## src/rtl/gamepad_pkg.sv

```systemverilog
// Shared definitions for the serial gamepad reader: FSM states, pad button
// layout and a width helper for small index counters.
package gamepad_pkg;

   typedef enum logic [2:0] {
      ST_IDLE,
      ST_LATCH,
      ST_GAP,
      ST_CLK_HIGH,
      ST_CLK_LOW,
      ST_DONE
   } state_t;

   localparam int PAD_BUTTON_COUNT = 12;

   localparam int BTN_B      = 0;
   localparam int BTN_Y      = 1;
   localparam int BTN_SELECT = 2;
   localparam int BTN_START  = 3;
   localparam int BTN_UP     = 4;
   localparam int BTN_DOWN   = 5;
   localparam int BTN_LEFT   = 6;
   localparam int BTN_RIGHT  = 7;
   localparam int BTN_A      = 8;
   localparam int BTN_X      = 9;
   localparam int BTN_L      = 10;
   localparam int BTN_R      = 11;

   // A one-entry range still needs a one-bit counter.
   function automatic int idx_width(input int n);
      return (n > 1) ? $clog2(n) : 1;
   endfunction

endpackage

```

## src/rtl/gamepad_reader_tick_gen.sv

```systemverilog
// Phase timer for the pad reader: down-counter reloaded on each FSM state
// entry, flags the last cycle of a CLK_DIV or 2*CLK_DIV long phase.
module gamepad_tick_gen
   import gamepad_pkg::*;
#(
   parameter int CLK_DIV = 4
) (
   input  logic clk,
   input  logic reset,
   input  logic reload,
   input  logic long_phase,
   output logic phase_end
);

   localparam int TC_W = $clog2(2 * CLK_DIV);
   localparam logic [TC_W-1:0] SHORT_LOAD = TC_W'(CLK_DIV - 1);
   localparam logic [TC_W-1:0] LONG_LOAD  = TC_W'(2 * CLK_DIV - 1);

   logic [TC_W-1:0] tc;

   always_ff @(posedge clk or posedge reset) begin
      if (reset) begin
         tc <= '0;
      end else if (reload) begin
         tc <= long_phase ? LONG_LOAD : SHORT_LOAD;
      end else if (tc != '0) begin
         tc <= tc - 1'b1;
      end
   end

   assign phase_end = (tc == '0);

endmodule

```

## src/rtl/gamepad_reader.sv

```systemverilog
// Host-side serial gamepad reader: latches one or two pads, clocks out
// BUTTON_COUNT bits each and publishes them atomically with a valid pulse.
//
// state    | meaning
// IDLE     | lines low, waiting for start
// LATCH    | latch strobe phase, 2*CLK_DIV cycles
// GAP      | latch low, bit 0 sampled on last cycle
// CLK_HIGH | shift clock high phase
// CLK_LOW  | shift clock low phase, bit bi sampled on last cycle
// DONE     | copy shift-in registers to outputs, pulse valid
module gamepad_reader
   import gamepad_pkg::*;
#(
   parameter int CLK_DIV      = 4,
   parameter int BUTTON_COUNT = 12,
   parameter int ACTIVE_LOW   = 0
) (
   input  logic                    clk,
   input  logic                    reset,
   input  logic                    start,
   input  logic [1:0]              pad_out,
   output logic                    pad_latch,
   output logic                    pad_clk,
   output logic [BUTTON_COUNT-1:0] p1_btn,
   output logic [BUTTON_COUNT-1:0] p2_btn,
   output logic                    busy,
   output logic                    valid
);

   localparam int BI_W = idx_width(BUTTON_COUNT);
   localparam logic [BI_W-1:0] LAST_BI = BI_W'(BUTTON_COUNT - 1);
   localparam logic [BUTTON_COUNT-1:0] POL_MASK = (ACTIVE_LOW != 0) ? '1 : '0;

   state_t state, next_state;
   logic   reload, long_phase, phase_end;
   logic   sample, bi_clr, bi_inc;
   logic [BI_W-1:0]         bi;
   logic [BUTTON_COUNT-1:0] shift_p1, shift_p2;

   gamepad_tick_gen #(.CLK_DIV(CLK_DIV)) u_tick_gen (
      .clk        (clk),
      .reset      (reset),
      .reload     (reload),
      .long_phase (long_phase),
      .phase_end  (phase_end)
   );

   always_comb begin
      next_state = state;
      reload     = 1'b0;
      long_phase = 1'b0;
      sample     = 1'b0;
      bi_clr     = 1'b0;
      bi_inc     = 1'b0;
      case (state)
         ST_IDLE: begin
            if (start) begin
               next_state = ST_LATCH;
               reload     = 1'b1;
               long_phase = 1'b1;
               bi_clr     = 1'b1;
            end
         end
         ST_LATCH: begin
            if (phase_end) begin
               next_state = ST_GAP;
               reload     = 1'b1;
            end
         end
         ST_GAP: begin
            if (phase_end) begin
               sample = 1'b1;
               if (BUTTON_COUNT == 1) begin
                  next_state = ST_DONE;
               end else begin
                  next_state = ST_CLK_HIGH;
                  reload     = 1'b1;
                  bi_inc     = 1'b1;
               end
            end
         end
         ST_CLK_HIGH: begin
            if (phase_end) begin
               next_state = ST_CLK_LOW;
               reload     = 1'b1;
            end
         end
         ST_CLK_LOW: begin
            if (phase_end) begin
               sample = 1'b1;
               if (bi == LAST_BI) begin
                  next_state = ST_DONE;
               end else begin
                  next_state = ST_CLK_HIGH;
                  reload     = 1'b1;
                  bi_inc     = 1'b1;
               end
            end
         end
         ST_DONE:  next_state = ST_IDLE;
         default:  next_state = ST_IDLE;
      endcase
   end

   always_ff @(posedge clk or posedge reset) begin
      if (reset) begin
         state    <= ST_IDLE;
         bi       <= '0;
         shift_p1 <= '0;
         shift_p2 <= '0;
      end else begin
         state <= next_state;
         if (bi_clr) begin
            bi <= '0;
         end else if (bi_inc) begin
            bi <= bi + 1'b1;
         end
         if (sample) begin
            shift_p1[bi] <= pad_out[0];
            shift_p2[bi] <= pad_out[1];
         end
      end
   end

   // pad_clk follows next_state so each sample lands a full CLK_DIV after the fall.
   always_ff @(posedge clk or posedge reset) begin
      if (reset) begin
         pad_latch <= 1'b0;
         pad_clk   <= 1'b0;
         busy      <= 1'b0;
         valid     <= 1'b0;
         p1_btn    <= '0;
         p2_btn    <= '0;
      end else begin
         pad_latch <= (state == ST_LATCH);
         pad_clk   <= (next_state == ST_CLK_HIGH);
         busy      <= (next_state != ST_IDLE);
         valid     <= (state == ST_DONE);
         if (state == ST_DONE) begin
            p1_btn <= shift_p1 ^ POL_MASK;
            p2_btn <= shift_p2 ^ POL_MASK;
         end
      end
   end

endmodule
```

## config.mk

```make
export PLATFORM = sky130hd
export DESIGN_NAME = gamepad_reader
export DESIGN_NICKNAME = d
export VERILOG_FILES = /design/src/rtl/gamepad_pkg.sv /design/src/rtl/gamepad_reader_tick_gen.sv /design/src/rtl/gamepad_reader.sv
export SDC_FILE = /design/constraint.sdc
export NUM_CORES = 1
export LEC_CHECK = 0
export ABC_CLOCK_PERIOD_IN_PS = 5460
export CAP_MARGIN = 20
export CORE_ASPECT_RATIO = 0.5
export CORE_MARGIN = 2
export CORE_UTILIZATION = 45
export CTS_CLUSTER_DIAMETER = 100
export DETAILED_ROUTE_END_ITERATION = 12
export HOLD_SLACK_MARGIN = 0.1
export PLACE_DENSITY = 0.74
export SLEW_MARGIN = 20
export SYNTH_ARGS = -nofsm -noshare
export SYNTH_HDL_FRONTEND = slang
export SYNTH_SLANG_ARGS = --single-unit
```

## constraint.sdc

```tcl
create_clock -name clk -period 5.46 [get_ports clk]
set_clock_uncertainty 0.05 [all_clocks]
set_input_delay 1.092 -clock clk [delete_from_list [all_inputs] [get_ports clk]]
set_output_delay 1.092 -clock clk [all_outputs]
set_load 0.005 [all_outputs]
```

==> results.cfg, run 1 <==
[cts]
postCtsSetupBuffers = 0
cts_tree = built
clockRootBuffer = clkbuf_16
clkTransAtPathRegs_ns = 0.05
cts_made_buffers = 9
cts_max_path_buffers = 2
htreeDepth = 3
cts_resized = 0
cts_hold_buf = 0
insertion_delay_ns = 0.32
clock-sinks = 62

[floorplanning]
io_pins = 33
start_util_pct = 46.0
core_area_um2 = 6010
die_h_um = 59.4
rows = 20
die_area_um2 = 6820
die_w_um = 115

[sta]
worst_slew_margin_rel_pct = 49.7
setup_tns_ns = 0
worst_pin_slew_ns = 0.754
whs_ns = 0.427
hold_viol = 0
setup_viol = 0
fmaxAchievable_mhz = 429
fin_crit_sh_pct = 42.7
finalCriticalPeriod_ns = 2.33
finalMaxSlewViolations = 0
rsz0062_at_grt = false

[setup_path]
path_buf_inv = 1
reg2reg_slack_ns = 3.21
cp_data_arrival_time_ns = 1.19
r2r_end = shift_p2[4]
path_cells = clkdlybuf4s50_1
path_max_fanout = 2
reg2regPathDepth = 5
worstSetupPathType = flip-flop to output port
cp_top_family = buffers and inverters
critPathCaptureType = output port
r2r_start = u_tick_gen.tc[0]
required_ns = 4.32
worstSetupStartpointType = flip-flop
slowest_stage = clkdlybuf4s50_1
cp_slowest_stage_delay_ns = 0.51

[synthesis]
ys_warn_count = 0
synth-main-ff-cell = dfrtp_1
ys_seq_area_share_pct = 56.2
yosysUniqueCellTypes = 38
postSynthAreaPerCell_um2 = 13.5
synth_edf_count = 0
async_flop_share_pct = 100
yosys_register_bits = 62
synth_nets = 215
syn_inst = 204
synth.cell_area_um2 = 2760

[pwr]
ir_worst_vdd_mv = 0.175
leakagePower_nw = 1.50
cellPowerDensity_nw_per_um2 = 329

[route]
first_pass_iters = 4
first_iter_violations = 50
via_per_inst = 5.30
antenna_left = 0
drc_errors = 0
vias = 1696
totalWireLength_um = 5100
wl_per_cell_um = 15.9

[finish]
finish.utilization_pct = 56.9
diodes = 0
final_cells = 320
final_nets = 249
stdcell_area_um2 = 3420
layout-drive-gt1-share_pct = 11.1
syn_to_final_growth_pct = 23.7

[worst_hold_path]
hp-class = flip-flop to flip-flop
hold_start = shift_p2[5]
hold_depth = 1
hold_end = p2_btn[5]

[grt]
grt_start_max_net_pins = 63
grt_overflow = 0
antenna_found_initial = 0
grt_pass1_wl_um = 8500
grt_pass1_vias = 1754
groute.usage.overall_pct = 16.7

[run_status]
status = completed

[place]
place.gp.congestion = 0.786
place_area_um2 = 3140
dpl.cell_count = 304
place.detailed.hpwl_um = 3390
portBuffers = 32

[run]
cap_violations = 0
-- cells in the mapped netlist (2+ instances only) --
| master | count | area, µm² |
|---|---|---|
| dfrtp_1 | 62 | 1550 |
| mux2_1 | 46 | 518 |
| nand2_1 | 9 | 33.8 |
| inv_1 | 8 | 30.0 |
| mux2i_1 | 8 | 80.1 |
| clkbuf_1 | 6 | 22.5 |
| ha_1 | 6 | 75.1 |
| nand4_1 | 5 | 31.3 |
| and4_1 | 4 | 35.0 |
| nor2_1 | 4 | 15.0 |
| nor2b_1 | 4 | 25.0 |
| nor4b_2 | 4 | 60.1 |
| buf_2 | 3 | 15.0 |
| nand2b_1 | 3 | 18.8 |
| nor3b_1 | 3 | 22.5 |
| o22ai_1 | 3 | 18.8 |
| a211oi_1 | 2 | 15.0 |
| a21oi_1 | 2 | 10.0 |
| mux2_4 | 2 | 30.0 |
| nand3_1 | 2 | 10.0 |
-- layer usage --
| metal | track usage [%] | vias to the layer above | wire length [µm] |
|---|---|---|---|
| met4 | 6.02 | 0 | 59 |
| met5 | 0 | - | 0 |
| met1 | 20.8 | 853 | 2310 |
| li1 | - | 798 | - |
| met3 | 6.03 | 6 | 178 |
| met2 | 27.4 | 39 | 2550 |
-- power by group --
| part | switching, mW | total, mW | internal (mW) | leakage (nW) |
|---|---|---|---|---|
| clock | 0.194 | 0.513 | 0.319 | 0.132 |
| sequential | 0.0239 | 0.509 | 0.485 | 0.756 |
| combinational | 0.0511 | 0.103 | 0.0517 | 0.613 |
| total | 0.269 | 1.12 | 0.856 | 1.50 |
-- cells in the final DEF (no fill, tap or decap), types with 3 or more instances in the layout --
cell,synthesis,final
nor2_1,4,4
nor2b_1,4,4
o22ai_1,3,3
nor3b_1,3,3
nand2_1,9,8
inv_1,8,7
ha_1,6,6
and4_1,4,4
mux2i_1,8,8
mux2_1,46,46
nand2b_1,3,3
nor4b_2,4,4
nand4_1,5,5
clkdlybuf4s50_1,0,32
dfrtp_1,62,62
clkbuf_16,0,9
-- sequential cells by signal, indices dropped and copies added, names as in the netlist --
name,count
p1_btn,12
p2_btn,12
shift_p1,12
shift_p2,12
bi,4
state,3
u_tick_gen.tc,3
busy,1
pad_clk,1
pad_latch,1
valid,1
-- cells by family after synthesis --
kind of cell             after synthesis  synth area share, %
flip-flops                            62                 56.2
XOR/XNOR                               2                0.634
buffers and inverters                 19                 2.99
adder cells (fa/ha/maj)                6                 2.72
AO/OA/AOI/OAI                         12                 2.76
multiplexers                          56                 22.7
AND/OR/NAND/NOR                       47                 12.0
-- area by class of cell --
cell class,instances,area [µm²]
Inverter,9,33.8
Clock buffer,11,243
Fill cell,487,2590
Tap cell,77,96.3
Sequential cell,62,1550
Multi-Input combinational cell,123,1130
Timing Repair Buffer,33,328
Clock inverter,5,33.8
-- through the flow --
step	setup WS, ns	power, mW
floorplan	2.78	0.581
global placement	2.91	0.613
detailed placement	2.87	0.620
CTS	3.12	1.14
global route	3.06	1.18
finish	3.13	1.13
-- worst max-delay path by stage --
stage                startpoint           to  slack, ns  depth (start not counted)
6_report              p1_btn[3]    p1_btn[3]       3.13                          1
5_1_grt        u_tick_gen.tc[0]  shift_p2[5]       3.06                          5
4_1_cts                state[2]   p2_btn[11]       3.12                          3
3_5_place_dp              start        bi[3]       2.87                          4
3_3_place_gp              start        bi[3]       2.91                          4
2_1_floorplan             reset        bi[0]       2.78                          1
Note: power is estimated with default switching activity, not from simulation.
==> inputs of run 2 (changes only) <==
--- a/config.mk
+++ b/config.mk
@@ -5,7 +5,7 @@
 export SDC_FILE = /design/constraint.sdc
 export NUM_CORES = 1
 export LEC_CHECK = 0
-export ABC_CLOCK_PERIOD_IN_PS = 5460
+export ABC_CLOCK_PERIOD_IN_PS = 2100
 export CAP_MARGIN = 20
 export CORE_ASPECT_RATIO = 0.5
 export CORE_MARGIN = 2
@@ -13,7 +13,7 @@
 export CTS_CLUSTER_DIAMETER = 100
 export DETAILED_ROUTE_END_ITERATION = 12
 export HOLD_SLACK_MARGIN = 0.1
-export PLACE_DENSITY = 0.74
+export PLACE_DENSITY = 0.76
 export SLEW_MARGIN = 20
 export SYNTH_ARGS = -nofsm -noshare
 export SYNTH_HDL_FRONTEND = slang
==> constraint.sdc (replaced) <==
create_clock -name clk -period 2.1 [get_ports clk]
set_clock_uncertainty 0.05 [all_clocks]
set_input_delay 0.42 -clock clk [delete_from_list [all_inputs] [get_ports clk]]
set_output_delay 0.42 -clock clk [all_outputs]
set_load 0.005 [all_outputs]
==> results.cfg, run 2 (synthesis gave the netlist of run 1 again) <==
[run_status]
status = completed

[finish]
fill_cells = 488
mostFrequentLayoutCell = dfrtp_1
stdcell_area_um2 = 3520
final_nets = 257
layout-drive-gt1-share_pct = 13.6
most-common-layout-cells = dfrtp_1, mux2_1, clkdlybuf4s50_1
diodes = 0
seq_area_um2 = 1550
multi_input_area_um2 = 1140
syn_to_final_growth_pct = 27.5

[route]
via_per_inst = 5.33
drc_errors = 0
wl_per_cell_um = 16.3
vias = 1742
totalWireLength_um = 5330
first_iter_violations = 63
first_pass_iters = 4
antenna_left = 0

[pwr]
ir_worst_vdd_mv = 0.346
cellPowerDensity_nw_per_um2 = 863
leakagePower_nw = 1.57

[sta]
whs_ns = 0.414
setup_tns_ns = 0
finalCriticalPeriod_ns = 1.99
worst_pin_slew_ns = 0.639
setup_viol = 0
fin_crit_sh_pct = 94.8
fmaxAchievable_mhz = 502
rsz0062_at_grt = false
worst_slew_margin_rel_pct = 57.1
hold_viol = 0
finalMaxSlewViolations = 0

[grt]
grt_start_max_net_pins = 63
grt_pass1_vias = 1821
grt_overflow = 0
grt_pass1_wl_um = 8940
antenna_found_initial = 0
groute.usage.overall_pct = 17.5

[cts]
cts_tree = built
postCtsSetupBuffers = 0
cts_hold_buf = 0
clock-sinks = 62
clockRootBuffer = clkbuf_16
cts_max_path_buffers = 2
cts_resized = 0
clkTransAtPathRegs_ns = 0.05
htreeDepth = 3
insertion_delay_ns = 0.32
cts_made_buffers = 9

[floorplanning]
die_w_um = 115
rows = 20
die_h_um = 59.4
die_area_um2 = 6820
io_pins = 33
start_util_pct = 46.0
core_area_um2 = 6010

[place]
place.detailed.hpwl_um = 3550
place.gp.congestion = 0.826
place_area_um2 = 3220
portBuffers = 32

[setup_path]
slowest_stage = dfrtp_1
path_buf_inv = 3
worstSetupPathType = flip-flop to flip-flop
path_cells = inv_2 > ha_1 > buf_4 > nor4b_2 > buf_4 > and4_1 > mux2_1
cp_slowest_stage_delay_ns = 0.39
reg2reg_slack_ns = 0.11
cp_top_family = simple AND/OR/NAND/NOR gates
startpoint = u_tick_gen.tc[0]
r2r_start = u_tick_gen.tc[0]
critPathCaptureType = flip-flop
worstSetupStartpointType = flip-flop
path_max_fanout = 8
cp_data_arrival_time_ns = 2.14
r2r_end = shift_p1[4]
required_ns = 2.25
reg2regPathDepth = 7
path_common_cell = buf_4

[run]
cap_violations = 0

[worst_hold_path]
hp-class = primary input to asynchronous set/reset pin
run 2: worst max path at each step:
stage / endpoint / slack, ns / depth (start not counted)
after floorplan: bi[0] / 0.09 / 1
after global placement: shift_p1[7] / 0.14 / 7
after detailed placement: shift_p2[8] / 0.08 / 5
after CTS: shift_p2[8] / 0.06 / 5
after global routing: shift_p1[9] / 0.06 / 5
final: shift_p1[4] / 0.11 / 7
run 2: per-layer routing:
layer | global-route usage (%) | share of wire [%] | vias up
met2 | 29.4 | 51 | 34
met1 | 21.6 | 43 | 886
li1 | - | - | 815
met5 | 0 | 0 | -
met4 | 4.99 | 1.2 | 0
met3 | 6.75 | 4.4 | 7
run 2: cell type report:
class	instances	area share, %
Multi-Input combinational cell	123	32.3
Timing Repair Buffer	41	11.7
Tap cell	77	2.74
Clock inverter	4	1.35
Inverter	9	0.959
Clock buffer	11	6.89
Sequential cell	62	44.0
run 2: where the power goes:
part           internal [mW]  switching, mW  leakage [nW]
combinational          0.152          0.156         0.671
sequential              1.26         0.0520         0.756
clock                  0.938          0.479         0.141
run 2: stage by stage:
step | std cells | util [%] | power (mW) | setup slack [ns]
detailed placement | 312 | 53.7 | 1.63 | 0.0781
floorplan | 204 | - | 1.51 | 0.0886
CTS | 327 | 58.5 | 3.07 | 0.0648
global placement | 312 | 53.7 | 1.62 | 0.141
finish | 327 | 58.6 | 3.04 | 0.109
global route | 327 | 58.6 | 3.17 | 0.0569
run 2: worst reg2reg max path, stage by stage, from the launching register on:
cell     delay (ns)
dfrtp_1        0.39
inv_2          0.10
ha_1           0.16
buf_4          0.14
nor4b_2        0.23
buf_4          0.19
and4_1         0.26
mux2_1         0.34
